[config.mk]
export PLATFORM = sky130hd
export DESIGN_NAME = subleq_mem_arbiter
export DESIGN_NICKNAME = d
export VERILOG_FILES = /design/src/rtl/subleq_mem_arbiter_pkg.sv /design/src/rtl/subleq_mem_arbiter_arb_rr2.sv /design/src/rtl/subleq_mem_arbiter.sv
export SDC_FILE = /design/constraint.sdc
export NUM_CORES = 1
export LEC_CHECK = 0
export BUFFER_PORTS_ARGS = -buffer_cell sky130_fd_sc_hd__buf_2
export CAP_MARGIN = 20
export CORE_MARGIN = 2
export CORE_UTILIZATION = 41
export DETAILED_ROUTE_END_ITERATION = 12
export PLACE_DENSITY = 0.76
export SETUP_SLACK_MARGIN = 0.05
export SLEW_MARGIN = 30
export SYNTH_ARGS = -nofsm -noshare
export SYNTH_HDL_FRONTEND = slang
export SYNTH_SLANG_ARGS = --single-unit
[constraint.sdc]
create_clock -name clk -period 2.3 [get_ports clk]
set_clock_uncertainty 0.1 [all_clocks]
set_input_delay 0.575 -clock clk [delete_from_list [all_inputs] [get_ports clk]]
set_output_delay 0.575 -clock clk [all_outputs]
set_load 0.05 [all_outputs]
[src/rtl/subleq_mem_arbiter_pkg.sv]
// rtl/subleq_mem_arbiter_pkg.sv - shared states, owner ids and width default for the memory arbiter
package subleq_mem_arbiter_pkg;

    localparam int WORD_SIZE_DEFAULT = 16;

    typedef enum logic [1:0] {
        ARB_IDLE   = 2'd0,
        ARB_ACCESS = 2'd1,
        ARB_RESP   = 2'd2
    } arb_state_t;

    localparam logic OWNER_CPU = 1'b0;
    localparam logic OWNER_DBG = 1'b1;

endpackage

[src/rtl/subleq_mem_arbiter_arb_rr2.sv]
// rtl/subleq_mem_arbiter_arb_rr2.sv - combinational two-way round-robin picker
module arb_rr2 (
    input  logic [1:0] elig,
    input  logic       last,
    output logic       gnt_valid,
    output logic       gnt_id
);

    always_comb begin
        gnt_valid = |elig;
        // On contention the requester that was not served last wins
        if (elig == 2'b11) begin
            gnt_id = ~last;
        end else begin
            gnt_id = elig[1];
        end
    end

endmodule

[src/rtl/subleq_mem_arbiter.sv]
// rtl/subleq_mem_arbiter.sv - shares the single memory port between the CPU and the debug/loader port
module subleq_mem_arbiter
    import subleq_mem_arbiter_pkg::*;
#(
    parameter int WORD_SIZE = WORD_SIZE_DEFAULT
) (
    input  logic                 clk,
    input  logic                 areset,
    input  logic                 cpu_req,
    input  logic                 cpu_we,
    input  logic [WORD_SIZE-1:0] cpu_addr,
    input  logic [WORD_SIZE-1:0] cpu_wdata,
    output logic                 cpu_ack,
    output logic [WORD_SIZE-1:0] cpu_rdata,
    input  logic                 dbg_req,
    input  logic                 dbg_we,
    input  logic [WORD_SIZE-1:0] dbg_addr,
    input  logic [WORD_SIZE-1:0] dbg_wdata,
    input  logic                 dbg_lock,
    output logic                 dbg_ack,
    output logic [WORD_SIZE-1:0] dbg_rdata,
    output logic [WORD_SIZE-1:0] mem_addr,
    output logic                 mem_we,
    output logic [WORD_SIZE-1:0] mem_wdata,
    input  logic [WORD_SIZE-1:0] mem_rdata,
    output logic                 owner,
    output logic                 busy
);

    arb_state_t           state;
    arb_state_t           state_nxt;
    logic                 owner_q;
    logic                 last_q;
    logic                 pl_we;
    logic [WORD_SIZE-1:0] pl_addr;
    logic [WORD_SIZE-1:0] pl_wdata;

    logic [1:0]           elig;
    logic                 gnt_valid;
    logic                 gnt_id;
    logic                 grant;

    always_comb begin
        elig = {dbg_req, cpu_req & ~dbg_lock};
        // In RESP the owner's request is the one being acked, so only the other side competes
        if (state == ARB_RESP) begin
            if (owner_q == OWNER_DBG) begin
                elig[1] = 1'b0;
            end else begin
                elig[0] = 1'b0;
            end
        end
    end

    arb_rr2 u_rr (
        .elig      (elig),
        .last      (last_q),
        .gnt_valid (gnt_valid),
        .gnt_id    (gnt_id)
    );

    always_comb begin
        grant     = 1'b0;
        state_nxt = state;
        case (state)
            ARB_IDLE: begin
                grant     = gnt_valid;
                state_nxt = gnt_valid ? ARB_ACCESS : ARB_IDLE;
            end
            ARB_ACCESS: begin
                state_nxt = ARB_RESP;
            end
            ARB_RESP: begin
                grant     = gnt_valid;
                state_nxt = gnt_valid ? ARB_ACCESS : ARB_IDLE;
            end
            default: begin
                state_nxt = ARB_IDLE;
            end
        endcase
    end

    always_ff @(posedge clk or posedge areset) begin
        if (areset) begin
            state    <= ARB_IDLE;
            owner_q  <= OWNER_CPU;
            last_q   <= OWNER_DBG;
            pl_we    <= 1'b0;
            pl_addr  <= '0;
            pl_wdata <= '0;
        end else begin
            state <= state_nxt;
            if (grant) begin
                owner_q  <= gnt_id;
                pl_we    <= (gnt_id == OWNER_DBG) ? dbg_we    : cpu_we;
                pl_addr  <= (gnt_id == OWNER_DBG) ? dbg_addr  : cpu_addr;
                pl_wdata <= (gnt_id == OWNER_DBG) ? dbg_wdata : cpu_wdata;
            end
            if (state == ARB_ACCESS) begin
                last_q <= owner_q;
            end
        end
    end

    // Memory-side and ack outputs decode from state and latched payload only
    assign mem_addr  = (state == ARB_ACCESS) ? pl_addr  : '0;
    assign mem_wdata = (state == ARB_ACCESS) ? pl_wdata : '0;
    assign mem_we    = (state == ARB_ACCESS) && pl_we;

    assign cpu_ack   = (state == ARB_RESP) && (owner_q == OWNER_CPU);
    assign dbg_ack   = (state == ARB_RESP) && (owner_q == OWNER_DBG);
    assign cpu_rdata = cpu_ack ? mem_rdata : '0;
    assign dbg_rdata = dbg_ack ? mem_rdata : '0;

    assign owner = owner_q;
    assign busy  = (state != ARB_IDLE);

endmodule

### After elaboration in Yosys (flattened, before gate mapping)

Index checks and enable logic that the tools add are counted.

| operators by class | value |
|---|---|
| reduce and logical (&&, ||, !) cells | 7 |
| equal/unequal tests | 3 |
| bitwise operators | 4 |
| muxes and demuxes | 14 |

Operators with widths:

| kind | count |
|---|---|
| $mux 16 | 6 |
| $mux 1 | 6 |
| $eq 2x2->1 const B | 2 |
| $pmux 2 s2 | 1 |
| $reduce_or 2->1 | 2 |
| $logic_and 1x1->1 | 3 |
| $not 1->1 | 3 |
| $eq 2x1->1 const B | 1 |
| $logic_not 2->1 | 1 |
| $mux 2 | 1 |
| $reduce_bool 2->1 | 1 |
| $and 1x1->1 | 1 |

| storage, ports and cells | value |
|---|---|
| output and inout bits | 69 |
| register bits | 37 |

### Depth between registers and ports, before layout

Gate-level depths: netlist (run 1).

| logic depth | value |
|---|---|
| depth in word-level cells | 7 |
| mapped depth | 6 |
| depth with buffers taken out | 4 |

### Cells and area by module

From an unflattened synthesis (run 1), not the netlist that was laid out.

| unflattened totals | value |
|---|---|
| cell total of the unflattened synthesis | 194 |
| area, all modules | 2508.7 um2 |

By module, submodules not included:

| module | cells each | seq. area each (um2) | times used | area an instance (um2) |
|---|---|---|---|---|
| subleq_mem_arbiter | 192 | 927.1 | 1 | 2494.9 |
| arb_rr2 | 2 | 0.0 | 1 | 13.8 |

### Worst setup path after synthesis (run 1)

No wires, ideal clock.

| path | value |
|---|---|
| kind | reg-to-output |
| start | register owner_q (netlist: owner) |
| end | output dbg_rdata[10] |
| cell stages (with the launch flop) | 5 |
| buffers on the path | 1 |
| setup slack | -543 ps |
| data arrival time | 2168 ps |
| cells stage by stage | dfrtp_1 nand3b_1 inv_1 clkbuf_1 and2_1 |

| on the way | value |
|---|---|
| cells in the longest elaborated chain, start to end | 2 |

RTL lines:

| what | RTL line | text |
|---|---|---|
| from (decl) | subleq_mem_arbiter.sv:32 | `logic owner_q;` |
| from (signal assigned) | subleq_mem_arbiter.sv:94 | `owner_q <= gnt_id;` |
| $logic_and 1x1->1 | subleq_mem_arbiter.sv:111 | `assign dbg_ack = (state == ARB_RESP) && (owner_q == OWNER_DBG);` |
| net dbg_ack | subleq_mem_arbiter.sv:20 | `output logic dbg_ack,` |
| $mux 16 | subleq_mem_arbiter.sv:113 | `assign dbg_rdata = dbg_ack ? mem_rdata : '0;` |
| to (decl) | subleq_mem_arbiter.sv:21 | `output logic [WORD_SIZE-1:0] dbg_rdata,` |

The timed path passes the listed nets, and every way through them passes these cells.

### Worst setup path after layout (run 1)

| path | value |
|---|---|
| start | register state[0] |
| end | output dbg_rdata[15] |

| on the way | value |
|---|---|
| cells in the longest elaborated chain, start to end | 3 |

RTL lines:

| what | RTL line | text |
|---|---|---|
| from (decl) | subleq_mem_arbiter.sv:30 | `arb_state_t state;` |
| from (signal assigned) | subleq_mem_arbiter.sv:92 | `state <= state_nxt;` |
| $eq 2x2->1 | subleq_mem_arbiter.sv:111 |  |
| $logic_and 1x1->1 | subleq_mem_arbiter.sv:111 |  |
| $mux 16 | subleq_mem_arbiter.sv:113 |  |

No other way between the ends.

==> results of run 1 <==
-- per-layer routing --
layer | global-route usage, % | share of wire [%] | vias up
met5 | 0 | 0 | -
li1 | - | - | 1089
met4 | 5.00 | 1.1 | 0
met2 | 34.2 | 51 | 113
met1 | 22.1 | 39 | 935
met3 | 6.71 | 9.5 | 6
-- path summary, 6_finish.rpt --
| path | cells past startpoint | to | startpoint | slack, ps |
|---|---|---|---|---|
| max in group asynchronous | 3 | last_q | areset | 1460 |
| min in group clk | 2 | pl_addr[2] | pl_addr[2] | 420 |
| worst max register to register | 6 | pl_wdata[5] | state[1] | 370 |
| worst min-delay path | 3 | pl_addr[12] | areset | 280 |
| worst max-delay path | 5 | dbg_rdata[15] | state[0] | 90 |
| worst min register to register | 2 | pl_addr[2] | pl_addr[2] | 420 |
-- per-stage QoR --
step                      hold WS [ps]  worst slack [ps]  utilization (%)  cells  instance area [µm²]
after global placement             397               206             59.6    448                 3060
after CTS                          292              50.3             64.0    457                 3290
after global routing               332              35.6             66.8    463                 3430
final                              281              92.0             66.8    463                 3430
after floorplan                    387             -52.5                -    233                 2220
after detailed placement           409               141             59.6    448                 3060
-- power breakdown --
group | switching, mW | total (mW) | internal (mW)
combinational | 2.09 | 3.14 | 1.06
clock | 0.217 | 0.571 | 0.353
sequential | 0.171 | 1.15 | 0.975
total | 2.47 | 4.86 | 2.38
-- flip-flops by register name (all words and copies together) (netlist names) --
| register | flops |
|---|---|
| owner | 1 |
| pl_wdata | 16 |
| last_q | 1 |
| state | 2 |
| pl_we | 1 |
| pl_addr | 16 |
-- worst max-delay path, cell delays in order (launching register included) --
cell	delay, ps
dfrtp_2	450
nand3b_1	210
buf_6	160
clkinvlp_4	130
and2_4	160
buf_6	150
-- layout by cell type, fill, tap and decap left out, types with 2 or more instances in the layout --
cell type	count
a21oi_1	33
and2_1	46
and2_2	12
and2_4	7
buf_12	3
buf_2	95
buf_4	37
buf_6	9
clkbuf_4	22
clkbuf_8	6
clkinvlp_4	2
dfrtp_1	33
dfrtp_2	3
inv_1	3
mux2i_1	33
nor2_1	33
-- timing repair --
action	CTS	global route
cloned	0	2
buffers inserted	1	4
pin swaps	1	8
endpoints found under the setup margin	66	53
resized for setup	42	38
-- logic make-up after synthesis --
group,after synthesis,synth area share [%]
simple gates,105,26.7
compound gates,38,9.80
flops,37,42.2
mux,33,15.0
buf+inv,20,6.21
-- layout make-up --
| cell class | count | area, µm² |
|---|---|---|
| clock buffers | 7 | 86.3 |
| clock inverters | 1 | 30.0 |
| fillers | 405 | 1710 |
| inverters | 4 | 17.5 |
| multi-input cells | 176 | 1180 |
| flip-flops and latches | 37 | 931 |
| well taps | 70 | 87.6 |
| repair buffers | 166 | 1080 |
| repair inverters | 2 | 15.0 |
==> flow_metrics.env, run 1 <==
export IMPL_cts_path_max_buffers=2
export IMPL_maxCapViolations=0
export IMPL_viasPerCell=4.63
export IMPL_fin_crit_sh_pct=96.0
export IMPL_synthTopCellsByCount="and2_1, dfrtp_1, a21oi_1, mux2i_1, nor2_1"
export IMPL_initial_utilization_pct=42.7
export IMPL_n_antenna_cell=0
export IMPL_synth_seq_cells=37
export IMPL_dr_total_vias=2143
export IMPL_powerDensity_nw_per_um2=1420
export IMPL_ys_async_sr_fraction_pct=100
export IMPL_cts_root_buf="clkbuf_8"
export IMPL_cts_tree="yes"
export IMPL_clk_latency_ps=270
export IMPL_drv_slew=0
export IMPL_ant_nets=0
export IMPL_required_ps=1620
export IMPL_path_max_fanout=8
export IMPL_rsz0062_at_grt="yes"
export IMPL_max_freq_ghz=0.453
export IMPL_antenna_found_initial=0
export IMPL_hold_viol=0
export IMPL_dieArea_um2=5960
export IMPL_synth_area_leaders="dfrtp_1, and2_1, mux2i_1"
export IMPL_status="finished clean"
export IMPL_slew_headroom_pct=69.4
export IMPL_synthFlopType="dfrtp_1"
export IMPL_grt_pass1_vias=1955
export IMPL_irDropWorstVdd_mv=0.759
export IMPL_yosysUniqueCellTypes=23
export IMPL_syn_cell_area_um2=2200
export IMPL_wl_per_cell_um=12.7
export IMPL_initialDrtViolationCount=32
export IMPL_setup_viol=0
export IMPL_drive_gt1_share_pct=51.9
export IMPL_ioPinCount=156
export IMPL_synth_avg_cell_area_um2=9.42
export IMPL_grt_max_degree=69
export IMPL_arrival_ps=1530
export IMPL_min_period_ps=2210
export IMPL_hold_class="in2async"
export IMPL_rows=26
export IMPL_synth_edff_count=0
export IMPL_routed_wl_um=5880
export IMPL_grtUsageTotal_pct=19.3
export IMPL_gp_congestion=0.714
export IMPL_clock_sinks=37
export IMPL_leakagePower_nw=1.82
export IMPL_gr_total_overflow=0
export IMPL_synth_most_common_cell="and2_1"
export IMPL_fin_setup_tns_ps=0
export IMPL_syn_to_final_growth_pct=56.3
export IMPL_portBuffers=155
export IMPL_design_core_area_um2=5140
export IMPL_die_x_um=77.2
export IMPL_cts_inserted_buffers=5
export IMPL_hpwl_um=4170
export IMPL_netlist_instances=233
export IMPL_seq_area_frac_synth_pct=42.2
export IMPL_grt_pass1_wl_um=9230
export IMPL_die_h_um=77.2
export IMPL_clkTransAtPathRegs_ps=70
export IMPL_yosys_area_top_type_share_pct=41.0
export IMPL_syn_num_nets=320
export IMPL_synth_top_area_cell="dfrtp_1"
export IMPL_total_power_mw=4.86
export IMPL_ys_warn_count=0
export IMPL_htreeDepth=2
export IMPL_firstDrtPassIters=4
export IMPL_tightest_slew_ps=459
export IMPL_nets=479
export IMPL_drc_errors=0
export IMPL_crit_type="reg2out"
export IMPL_start_kind="flop"
export IMPL_end_kind="output port"
export IMPL_cts_hold_buf=0
No activity file was read; power rests on OpenSTA's default activity.
==> run 2: changes to the inputs <==
--- a/config.mk
+++ b/config.mk
@@ -11,6 +11,7 @@
 export CORE_UTILIZATION = 41
 export DETAILED_ROUTE_END_ITERATION = 12
 export PLACE_DENSITY = 0.76
+export RECOVER_POWER = 50
 export SETUP_SLACK_MARGIN = 0.05
 export SLEW_MARGIN = 30
 export SYNTH_ARGS = -nofsm -noshare
==> flow_metrics.env, run 2 (synthesized netlist as in run 1, its figures left out) <==
export IMPL_fill_cells=412
export IMPL_p_sw_mw=2.46
export IMPL_placed_cell_area_um2=3060
export IMPL_stdcell_count=463
export IMPL_gp_congestion=0.714
export IMPL_rows=26
export IMPL_total_power_mw=4.81
export IMPL_powerDensity_nw_per_um2=1410
export IMPL_rsz0062_at_grt="yes"
export IMPL_syn_to_final_growth_pct=54.9
export IMPL_maxCapViolations=0
export IMPL_intPower_mw=2.35
export IMPL_grt_pass1_wl_um=9230
export IMPL_antenna_found_initial=0
export IMPL_wl_per_cell_um=12.7
export IMPL_irDropWorstVdd_mv=0.759
export IMPL_ant_nets=0
export IMPL_slew_headroom_pct=40.1
export IMPL_mostFrequentLayoutCell="buf_2"
export IMPL_dieArea_um2=5960
export IMPL_critical_path_buf_inv_count=3
export IMPL_cts_hold_buf=0
export IMPL_setup_viol=0
export IMPL_die_h_um=77.2
export IMPL_cpMostUsedCell="buf_6"
export IMPL_min_from="pl_addr[15]"
export IMPL_clk_latency_ps=270
export IMPL_hold_class="reg2reg"
export IMPL_p_comb_share_pct=64.4
export IMPL_r2r_end="owner"
export IMPL_drive_gt1_share_pct=51.1
export IMPL_grt_pass1_vias=1955
export IMPL_fin_crit_sh_pct=95.9
export IMPL_cts_path_max_buffers=2
export IMPL_fin_hold_ws_ps=423
export IMPL_hold_end="pl_addr[15]"
export IMPL_hold_viol=0
export IMPL_drc_errors=0
export IMPL_clock_sinks=37
export IMPL_reg_largest_list="pl_addr x16, pl_wdata x16, state x2"
export IMPL_setup_slack_ps=93.3
export IMPL_viasPerCell=4.63
export IMPL_routed_wl_um=5870
export IMPL_drv_slew=0
export IMPL_crit_chain="nand3b_1, buf_6, clkinvlp_4, and2_4, buf_6"
export IMPL_dp_cells=448
export IMPL_ioPinCount=156
export IMPL_cts_tree="yes"
export IMPL_multi_input_area_um2=1170
export IMPL_pwr_share_seq_pct=23.8
export IMPL_ff_latch_area_um2=930
export IMPL_design_area_um2=3400
export IMPL_power_share_clock_pct=11.8
export IMPL_min_period_ps=2210
export IMPL_tightest_slew_ps=898
export IMPL_end_kind="output port"
export IMPL_portBuffers=155
export IMPL_cts_inserted_buffers=5
export IMPL_die_x_um=77.2
export IMPL_n_antenna_cell=0
export IMPL_leakagePower_nw=1.81
export IMPL_utilization_pct=66.2
export IMPL_nets=479
export IMPL_initial_utilization_pct=42.7
export IMPL_arrival_ps=1530
export IMPL_max_stage_delay_ps=450
export IMPL_p_sw_share_pct=51.1
export IMPL_cp_slowest_cell="dfrtp_2"
export IMPL_required_ps=1620
export IMPL_htreeDepth=2
export IMPL_status="finished clean"
export IMPL_cp_top_family="flip-flops"
export IMPL_start_kind="flop"
export IMPL_r2r_slack_ps=170
export IMPL_fin_setup_tns_ps=0
export IMPL_r2r_start="state[1]"
export IMPL_post_place_ws_ps=141
export IMPL_max_freq_ghz=0.453
export IMPL_mostFrequentLayoutCells="buf_2, and2_1, buf_4"
export IMPL_cts_root_buf="clkbuf_8"
export IMPL_holdPathStages=2
export IMPL_path_max_fanout=8
export IMPL_initialDrtViolationCount=25
export IMPL_firstDrtPassIters=4
export IMPL_r2r_cells=4
export IMPL_grtUsageTotal_pct=19.3
export IMPL_clkTransAtPathRegs_ps=70
export IMPL_crit_type="reg2out"
export IMPL_dr_total_vias=2145
export IMPL_hpwl_um=4170
export IMPL_gr_total_overflow=0
export IMPL_design_core_area_um2=5140
export IMPL_grt_max_degree=69
## run 2: cell count changes in the layout (fill, tap and decap cells not counted), sizes merged
| cell | delta |
|---|---|
| buf | -4 |
| clkbuf | +4 |
## run 2: power by group through the flow
stage | logic (mW) | registers, mW | clock network (mW)
after floorplan | 2.24 | 1.14 | 0
after global placement | 2.84 | 1.14 | 0
after detailed placement | 2.87 | 1.16 | 0
after CTS | 2.98 | 1.15 | 0.586
after global routing | 3.30 | 1.19 | 0.617
final | 3.10 | 1.15 | 0.567
## run 2: repair_timing
action                     in CTS  in global routing
cloned                          0                  2
pin swaps                       1                  8
buffers inserted                1                  4
setup endpoints to repair      66                 53
resized for setup              42                 38
## run 2: routing by layer
| metal | share of wire [%] | GRT usage (%) | wire [µm] |
|---|---|---|---|
| met2 | 51 | 34.2 | 3000 |
| met4 | 1.1 | 5.00 | 63 |
| met5 | 0 | 0 | 0 |
| met3 | 9.6 | 6.71 | 563 |
| met1 | 38 | 22.1 | 2240 |
## run 2: layout make-up
cell class	count	area share (%)
flip-flops and latches	37	27.3
clock inverters	1	0.883
inverters	4	0.515
clock buffers	7	2.54
repair inverters	2	0.441
well taps	70	2.57
multi-input cells	176	34.5
repair buffers	166	31.3
## run 2: worst max-delay path by stage
stage | start | to | slack (ps) | cells past startpoint
6_report | state[0] | dbg_rdata[15] | 90 | 5
5_1_grt | state[0] | dbg_rdata[15] | 30 | 5
4_1_cts | state[0] | mem_addr[8] | 50 | 4
3_5_place_dp | state[0] | dbg_rdata[8] | 140 | 4
3_3_place_gp | state[0] | dbg_rdata[14] | 210 | 4
2_1_floorplan | owner | dbg_rdata[10] | -50 | 4
## run 2: worst register-to-register path: cells and delay by family (launching register included)
| kind | cells | cell delay, ps |
|---|---|---|
| buf+inv | 1 | 640 |
| flops | 1 | 440 |
| compound gates | 3 | 780 |
==> run 3: changes to the inputs <==
--- a/config.mk
+++ b/config.mk
@@ -5,12 +5,13 @@
 export SDC_FILE = /design/constraint.sdc
 export NUM_CORES = 1
 export LEC_CHECK = 0
+export ABC_AREA = 1
 export BUFFER_PORTS_ARGS = -buffer_cell sky130_fd_sc_hd__buf_2
 export CAP_MARGIN = 20
 export CORE_MARGIN = 2
-export CORE_UTILIZATION = 41
+export CORE_UTILIZATION = 44
 export DETAILED_ROUTE_END_ITERATION = 12
-export PLACE_DENSITY = 0.76
+export PLACE_DENSITY = 0.77
 export RECOVER_POWER = 50
 export SETUP_SLACK_MARGIN = 0.05
 export SLEW_MARGIN = 30
==> flow_metrics.env, run 3 <==
export IMPL_antenna_found_initial=0
export IMPL_drive_gt1_share_pct=37.3
export IMPL_gr_total_overflow=0
export IMPL_dieArea_um2=6490
export IMPL_synth_most_common_cell="inv_1"
export IMPL_mostFrequentLayoutCells="inv_1, buf_2, nand2_1"
export IMPL_drv_slew=0
export IMPL_viasPerCell=4.42
export IMPL_irDropWorstVdd_mv=0.531
export IMPL_yosysUniqueCellTypes=20
export IMPL_clkTransAtPathRegs_ps=70
export IMPL_grt_pass1_wl_um=11300
export IMPL_n_antenna_cell=0
export IMPL_initialDrtViolationCount=140
export IMPL_seq_area_frac_synth_pct=35.9
export IMPL_path_max_fanout=19
export IMPL_hpwl_um=5180
export IMPL_die_x_um=80.6
export IMPL_hold_class="reg2reg"
export IMPL_end_kind="output port"
export IMPL_synth_area_leaders="dfrtp_1, inv_1, nand2_1"
export IMPL_required_ps=1620
export IMPL_mostFrequentLayoutCell="inv_1"
export IMPL_synth_top_area_cell="dfrtp_1"
export IMPL_fill_cells=520
export IMPL_ant_nets=0
export IMPL_cp_startpoint="owner"
export IMPL_syn_cell_area_um2=2580
export IMPL_htreeDepth=2
export IMPL_grtUsageTotal_pct=22.0
export IMPL_slew_headroom_pct=40.4
export IMPL_cts_hold_buf=0
export IMPL_cts_inserted_buffers=5
export IMPL_max_freq_ghz=0.458
export IMPL_grt_pass1_vias=2625
export IMPL_synth_edff_count=0
export IMPL_fin_hold_ws_ps=377
export IMPL_routed_wl_um=6980
export IMPL_min_from="pl_wdata[14]"
export IMPL_design_core_area_um2=5570
export IMPL_clk_latency_ps=280
export IMPL_cts_tree="yes"
export IMPL_firstDrtPassIters=5
export IMPL_r2r_start="state[1]"
export IMPL_start_kind="flop"
export IMPL_fin_setup_tns_ps=0
export IMPL_holdPathStages=2
export IMPL_clock_sinks=37
export IMPL_fin_crit_sh_pct=94.9
export IMPL_drc_errors=0
export IMPL_rsz0062_at_grt="no"
export IMPL_ys_async_sr_fraction_pct=100
export IMPL_max_stage_delay_ps=430
export IMPL_r2r_cells=7
export IMPL_maxCapViolations=0
export IMPL_crit_type="reg2out"
export IMPL_netlist_instances=426
export IMPL_utilization_pct=66.3
export IMPL_multi_input_area_um2=1150
export IMPL_synthTopCellsByCount="inv_1, nand2_1, nor2_1"
export IMPL_cts_root_buf="clkbuf_8"
export IMPL_synthFlopType="dfrtp_1"
export IMPL_tightest_slew_ps=894
export IMPL_yosys_area_top_type_share_pct=34.9
export IMPL_initial_utilization_pct=46.3
export IMPL_cp_slowest_cell="dfrtp_1"
export IMPL_min_period_ps=2180
export IMPL_syn_num_nets=513
export IMPL_nets=665
export IMPL_ys_warn_count=0
export IMPL_leakagePower_nw=2.47
export IMPL_hold_viol=0
export IMPL_synth_avg_cell_area_um2=6.06
export IMPL_arrival_ps=1510
export IMPL_setup_viol=0
export IMPL_dr_total_vias=2871
export IMPL_cts_path_max_buffers=2
export IMPL_post_place_ws_ps=225
export IMPL_status="finished clean"
export IMPL_grt_max_degree=38
export IMPL_setup_slack_ps=118
export IMPL_ff_latch_area_um2=928
export IMPL_rows=27
export IMPL_wl_per_cell_um=10.7
export IMPL_gp_congestion=0.774
export IMPL_reg_largest_list="pl_addr x16, pl_wdata x16, state x2"
export IMPL_crit_chain="inv_1, nand3_4, nor2_1, buf_2"
export IMPL_powerDensity_nw_per_um2=937
export IMPL_ioPinCount=156
export IMPL_synth_seq_cells=37
export IMPL_portBuffers=155
export IMPL_syn_to_final_growth_pct=43.2
export IMPL_die_h_um=80.6
## run 3: cell count changes after synthesis, moves of 5 or more
cell     delta
a21oi_1    -33
nor2_1     +34
and2_1     -65
mux2i_1    -33
nand3_1    +66
nand2_1   +101
buf_2       +5
inv_1     +116
## run 3: final cells by class
class	count	area share, %
multi-input cells	246	31.2
repair buffers	165	26.7
flip-flops and latches	37	25.1
inverters	123	12.5
well taps	72	2.44
clock buffers	5	1.86
clock inverters	1	0.135
## run 3: per-layer routing
layer	vias up	global-route usage [%]	share of wire (%)	wire, µm
met1	1235	25.3	40	2790
met2	120	41.8	51	3560
met5	-	0	0	0
li1	1512	-	-	-
met4	0	5.42	0.67	47
met3	4	3.93	8.3	578
## run 3: timing repair
action,CTS,global route
endpoints found under the setup margin,33,34
endpoints found under the hold margin,0,0
setup buffers,1,0
gates resized for setup,36,14
## run 3: worst paths after layout
check / end / slack, ps
setup / recovery: cpu_rdata[14] / 120
hold / removal: pl_wdata[14] / 380
setup reg to reg: pl_addr[12] / 210
hold reg to reg: pl_wdata[14] / 380
max in group asynchronous: state[1] / 1020
min in group asynchronous: pl_addr[8] / 470
## run 3: logic make-up after synthesis
logic type | count (synthesis) | synth area share, %
simple gates | 243 | 40.5
compound gates | 3 | 1.02
flops | 37 | 35.9
buf+inv | 143 | 22.5
## run 3: worst max-delay path: cells and delay by family (launching register included)
kind	cells	cell delay, ps
DFF	1	430
buffers and inverters	2	410
and+or+nand+nor	2	380
## run 3: power by group
| group | leakage, nW | internal (mW) | total [mW] | switching [mW] |
|---|---|---|---|---|
| Sequential | 0.446 | 0.907 | 1.05 | 0.145 |
| Clock | 0.0399 | 0.199 | 0.406 | 0.207 |
| Combinational | 1.98 | 0.602 | 2.00 | 1.40 |
| Total | 2.47 | 1.71 | 3.46 | 1.75 |
## run 3: per-stage QoR
step / power (mW) / std cells / instance area [µm²]
finish: 3.46 / 649 / 3700
global route: 3.71 / 649 / 3700
CTS: 3.46 / 649 / 3660
detailed placement: 2.95 / 642 / 3490
global placement: 2.92 / 642 / 3490
floorplan: 2.53 / 426 / 2660
